<file path="src/rtl/rom_arbiter.sv">
// Two-master arbiter in front of the combinational instruction ROM (M0 = fetch, M1 = debug/loader).
// Default: fixed M0 priority with a MAX_WAIT starvation escape for M1; define RR_ARB_EN for round-robin ties.
module rom_arbiter #(
  parameter int MAX_WAIT = 4,
  parameter int CNT_W    = 3
) (
  input  logic        clk,
  input  logic        rst,
  input  logic        m0_req,
  input  logic [31:0] m0_addr,
  output logic        m0_gnt,
  output logic        m0_rvalid,
  output logic [31:0] m0_rdata,
  input  logic        m1_req,
  input  logic [31:0] m1_addr,
  output logic        m1_gnt,
  output logic        m1_rvalid,
  output logic [31:0] m1_rdata,
  output logic        rom_ce,
  output logic [31:0] rom_addr,
  input  logic [31:0] rom_inst
);

  // Whether M1 takes a cycle in which both masters are requesting.
  logic m1_tie_win;

`ifdef RR_ARB_EN
  localparam logic [0:0] GNT_M0 = 1'b0;
  localparam logic [0:0] GNT_M1 = 1'b1;

  logic [0:0] last_gnt;

  assign m1_tie_win = (last_gnt == GNT_M0);

  always_ff @(posedge clk or negedge rst) begin
    if (!rst)        last_gnt <= GNT_M1;
    else if (m0_gnt) last_gnt <= GNT_M0;
    else if (m1_gnt) last_gnt <= GNT_M1;
  end
`else
  logic [CNT_W-1:0] wait_cnt;

  assign m1_tie_win = (wait_cnt == CNT_W'(MAX_WAIT));

  // Counts consecutive denied M1 cycles, saturating at MAX_WAIT.
  always_ff @(posedge clk or negedge rst) begin
    if (!rst) wait_cnt <= '0;
    else if (m1_req && !m1_gnt) begin
      if (!m1_tie_win) wait_cnt <= wait_cnt + CNT_W'(1);
    end else wait_cnt <= '0;
  end
`endif

  assign m1_gnt   = m1_req & (~m0_req | m1_tie_win);
  assign m0_gnt   = m0_req & ~m1_gnt;
  assign rom_ce   = m0_gnt | m1_gnt;
  assign rom_addr = m0_gnt ? m0_addr : (m1_gnt ? m1_addr : 32'h0);

  always_ff @(posedge clk or negedge rst) begin
    if (!rst) begin
      m0_rvalid <= 1'b0;
      m1_rvalid <= 1'b0;
      m0_rdata  <= 32'h0;
      m1_rdata  <= 32'h0;
    end else begin
      m0_rvalid <= m0_gnt;
      m1_rvalid <= m1_gnt;
      if (m0_gnt) m0_rdata <= rom_inst;
      if (m1_gnt) m1_rdata <= rom_inst;
    end
  end

endmodule

</file>
<file path="config.mk">
export PLATFORM = sky130hd
export DESIGN_NAME = rom_arbiter
export DESIGN_NICKNAME = d
export VERILOG_FILES = /design/src/rtl/rom_arbiter.sv
export SDC_FILE = /design/constraint.sdc
export NUM_CORES = 1
export LEC_CHECK = 0
export BUFFER_PORTS_ARGS = -buffer_cell sky130_fd_sc_hd__buf_2
export CORE_MARGIN = 2
export CORE_UTILIZATION = 43
export CTS_BUF_LIST = sky130_fd_sc_hd__clkbuf_4 sky130_fd_sc_hd__clkbuf_8
export DETAILED_ROUTE_END_ITERATION = 16
export GPL_ROUTABILITY_DRIVEN = 1
export PLACE_DENSITY = 0.83
export SYNTH_ARGS = -nofsm -noshare
export SYNTH_HDL_FRONTEND = slang
export SYNTH_SLANG_ARGS = --single-unit
</file>
<file path="constraint.sdc">
create_clock -name clk -period 2.1 [get_ports clk]
set_input_delay 0.42 -clock clk [delete_from_list [all_inputs] [get_ports clk]]
set_output_delay 0.42 -clock clk [all_outputs]
set_load 0.02 [all_outputs]
</file>
# == Word-level counts from Yosys, hierarchy flattened ==
# Cells that the tools add are included.
# totals
regBits,69
input_bits,100
out_inout_bits,101
word_cells,20
# op_classes
add_sub_neg,1
eq_ne,2
mux,4
bitwise,6
reduce_logical,2
# op_table
operator,n
two-way mux 32 bit,2
two-way mux 3 bit,2
adder 3 x 1 -> 3 bit (second input constant),1
equality test 3 bit (second input constant),1
AND 1 bit,2
!= test 2 bit (second input constant),1
NOT 1 bit,2
OR 1 bit,2
logical AND 1 bit,1
zero test 1 bit,1

# == Longest topological paths before layout ==
# logic_depth
depth_word,6
depth_mapped,7
mapped_depth_nobuf,6

# == Worst setup path after synthesis ==
# Ideal clock, no wire load.
# synth_path
path_kind,flip-flop to output port
start,register wait_cnt[0]
end,output rom_addr[15]
t_arrival_ns,1.432
required_time_ns,1.680
slack_ns,0.248
path_stages_with_launch,8
cell_sequence,dfrtp_1 -> inv_1 -> ha_1 -> nand2_1 -> a21boi_2 -> buf_6 -> buf_4 -> a22o_1
# synth_between
elab_chain_len,6
elab_cells_between_ends,7
cone_classes,eq/ne (1); mux (2); bitwise (4)
# synth_rtl
item,line_no,source
start: declaration,41,logic [CNT_W-1:0] wait_cnt;
start signal: assignment,49,if (!m1_tie_win) wait_cnt <= wait_cnt + CNT_W'(1);
equality test 3 bit (*),43,assign m1_tie_win = (wait_cnt == CNT_W'(MAX_WAIT));
OR 1 bit (*),54,assign m1_gnt = m1_req & (~m0_req | m1_tie_win);
AND 1 bit (*),54,
via m1_gnt,16,"output logic m1_gnt,"
NOT 1 bit,55,assign m0_gnt = m0_req & ~m1_gnt;
AND 1 bit,55,
two-way mux 32 bit (*),57,assign rom_addr = m0_gnt ? m0_addr : (m1_gnt ? m1_addr : 32'h0);
end: declaration,20,"output logic [31:0] rom_addr,"
# The timed path passes the listed nets; every way through them passes the cells marked *.

# == Worst setup path in the final report ==
# layout_path
start,register wait_cnt[1]
end,output rom_addr[2]
# layout_between
elab_chain_len,6
elab_cells_between_ends,7
cone_classes,eq/ne (1); mux (2); bitwise (4)
# layout_rtl
item,line_no
equality test 3 bit (*),43
OR 1 bit (*),54
AND 1 bit (*),54
NOT 1 bit,55
AND 1 bit,55
two-way mux 32 bit (*),57
# Every way passes the cells marked *; elsewhere a longest branch is shown, timed or not.

==> impl_metrics.toml <==
[logic_synthesis]
syn_area_um2 = 2934
number_of_enable_flip_flop_cells_after_synthesis = 0
seq_area_frac_synth_pct = 58.85
synthDistinctLibCells = 19
synth_largest_type_area_fraction_pct = 58.85
syn_inst = 194
most_instantiated_library_cell_after_synthesis = "dfrtp_1"
synth_area_per_cell_um2 = 15.12
synth.ff_latch_count = 69
yosys_warnings = 0
synth_ff_type = "dfrtp_1"
synth_commonest_cells = "69 x dfrtp_1, 40 x mux2_2, 32 x a22o_1, 24 x mux2_1, 5 x buf_2"
synth_nets = 296
post_synth_main_area_contributors = "dfrtp_1 59%, mux2_2 15%, a22o_1 9.6%, mux2_1 9.2%, buf_6 1.5%"
synth-async-reset-ratio_pct = 100.0
synth.largest_area_cell = "dfrtp_1"

[pwr]
power.combinational.fraction_pct = 27.5
power_frac_clock_pct = 29.8
leakagePower_nw = 2.363
power_report.internal_total_w = 0.002543
vdd_drop_max_uv = 741.8
switching_share_pct = 30.31
power.density_nw_per_um2 = 783.7
p_switching_w = 0.001106
power.share.sequential_pct = 42.7
design_power_total_w = 0.003648

[finish]
multi_input_area_um2 = 1134
finish.instance_area_um2 = 4656
finalNetCount = 517
antenna_cells = 0
post_route_cells_drive_above_1_share_pct = 68.57
sequential_cell_area_um2 = 1727
area_growth_pct = 58.68
final.fill_count = 480
final-instance-count-excl-fill = 500

[sta]
fin_setup_tns_ps = -2192
worst_clock_skew_ps = 9.115
max_clock_freq_mhz = 455.5
final_critical_path_setup_slack_ps = -95.23
tmin_final_ps = 2195
slew_headroom_pct = 76.52
unrepaired_setup_endpoints_after_global_routing = "yes"
setup_violations = 32
final_report_hold_violation_count = 0
holdWs_ps = 87.32
report.final.slew_viol_count = 0
worst_pin_slew_ps = 352.1
fin_crit_sh_pct = 104.5

[critical_path]
r2r.worst_path.cells = 8
critPathKind = "register to primary output"
path_max_fanout = 15
critical_path_buf_inv_count = 3
worstSetupStartpointType = "register"
crit_family = "compound AO/OA/AOI/OAI gates"
cpPeakStageDelay_ps = 400
reg_to_reg_start = "wait_cnt[1]"
worst_ep_arrival_time_ps = 1780
critical_path.endpoint_type = "primary output"
crit_path_cell_trace = "inv_2 > ha_4 > nand2_4 > a21boi_4 > buf_8 > a22o_1 > buf_6"
cp_slowest_cell = "dfrtp_1"
timing.reg2reg.setup_slack_ps = 270
endpoint_of_the_worst_register_to_register_path = "m1_rdata[3]"
crit_required_ps = 1680

[cts]
cts_buffers = 9
clock_insertion_delay_worst_skew_ps = 330
cts_max_level = 3
tritoncts_num_sinks = 69
clock-root-buffer = "clkbuf_8"
cts_tree = "done"
postCtsHoldBufs = 0
cts_buffer_depth = 2
clk_pin_slew_ps = 80

[routing]
number_of_vias_in_the_routed_layout = 2575
dr_pass1_iterations = 4
drtIter0Drc = 58
routed_wire_length_per_instance_um = 17.30
totalWireLength_mm = 8.651
detail-route-antenna-nets = 0
drcViolationCount = 0
via_count_normalized_by_instance_count = 5.150

[run_status]
outcome = "finished with violations"
violations = "setup timing"

[floorplan]
number_of_primary_i_o_pins = 201
fp.coreArea_um2 = 6681
die_w_um = 86.61
rows = 30
chip_height_um = 86.61
floorplan.initialDensity_pct = 43.91
die-area_um2 = 7500

[worst_hold_path]
hold_class = "input port to asynchronous set/reset pin"

[global_routing]
grt_antenna_before_repair = 0
grt_pass1_vias = 2562
globalRouteTotalUtil_pct = 21.82
grt_overflow_total = 0
grt_start_max_net_pins = 70
grt_pass1_wl_mm = 12.43

[place]
placedInstanceArea_um2 = 4038
gp_congestion = 0.6717
portBuffers = 200
place.detailed.hpwl_mm = 5.424
place.detailed.instances = 467

[run]
drv.max_cap_violation_count = 0
## worst register-to-register path: cells and delay by family, from the launching register on
kind	cells	cell delay (ps)
buf+inv	4	520
flops	1	400
mux	1	330
compound gates	1	230
fa+ha+maj	1	170
simple gates	1	70
## power by group through the flow
stage	Combinational [W]	Sequential [W]	Clock (W)
finish	0.00100	0.00156	0.00109
global placement	0.000866	0.00157	0
CTS	0.00101	0.00156	0.00111
global route	0.00106	0.00158	0.00118
floorplan	0.000304	0.00178	0
detailed placement	0.000888	0.00158	0
## metrics by stage
stage                     util (%)  worst slack (ps)
after global placement       60.43             212.5
after CTS                    69.74            -71.44
after floorplan                  -             248.4
final                        69.68            -95.23
after detailed placement     60.43             142.7
after global routing         69.68            -155.8
## logic make-up after synthesis
kind of cell,Yosys count,synth area share (%)
AOI/OAI and AO/OA,33,9.936
adders and majority gates,2,0.8527
buffers and inverters,16,3.795
DFF,69,58.85
muxes,65,24.90
and+or+nand+nor,9,1.664
## layer usage
layer	up-vias	track usage, %	part of all wire, %
li1	1163	-	-
met1	1264	25.50	38
met4	0	6.108	1.5
met3	14	6.476	7.9
met2	134	38.88	52
met5	-	0	0
## layout by cell type, fill, tap and decap left out
| cell | count |
|---|---|
| a21boi_4 | 1 |
| a22o_1 | 32 |
| and4_1 | 1 |
| buf_12 | 2 |
| buf_16 | 1 |
| buf_2 | 168 |
| buf_4 | 21 |
| buf_6 | 27 |
| buf_8 | 1 |
| bufbuf_16 | 2 |
| bufinv_16 | 1 |
| clkbuf_16 | 1 |
| clkbuf_4 | 1 |
| clkbuf_8 | 10 |
| clkinv_2 | 1 |
| clkinvlp_4 | 2 |
| dfrtp_1 | 69 |
| ha_1 | 1 |
| ha_4 | 1 |
| inv_2 | 2 |
| inv_6 | 2 |
| mux2_1 | 24 |
| mux2_2 | 40 |
| mux2i_1 | 1 |
| nand2_1 | 1 |
| nand2_4 | 2 |
| nand3_2 | 1 |
| nor2_1 | 2 |
| nor3b_1 | 1 |
| or2_2 | 1 |
## flip-flops by register name (all words and copies together) (netlist names)
signal	cells
m1_rvalid	1
m1_rdata	32
m0_rvalid	1
m0_rdata	32
wait_cnt	3
## worst max-delay path by stage
stage                      from            to  slack (ps)  cells after the start
CTS                 wait_cnt[0]  rom_addr[10]         -70                      8
finish              wait_cnt[1]   rom_addr[2]        -100                      7
floorplan           wait_cnt[0]  rom_addr[15]         250                      7
global placement    wait_cnt[0]  rom_addr[17]         210                      7
detailed placement  wait_cnt[0]  rom_addr[17]         140                      7
global route        wait_cnt[1]  rom_addr[17]        -160                      7
## timing repair
action | CTS | global route
endpoints found under the setup margin | 33 | 33
cloned | 4 | 1
gates resized for setup | 69 | 4
pin swaps | 4 | 10
setup buffers | 12 | 3
## area by class of cell
class                      count  share of cell area [%]
clock inverter                 5                   1.263
inverter                       3                  0.3494
multi-input combinational    109                   24.35
tap                           80                   2.150
timing repair buffer         223                   31.68
sequential                    69                   37.09
clock buffer                  11                   3.117
Power figures use the tool's default switching activity.
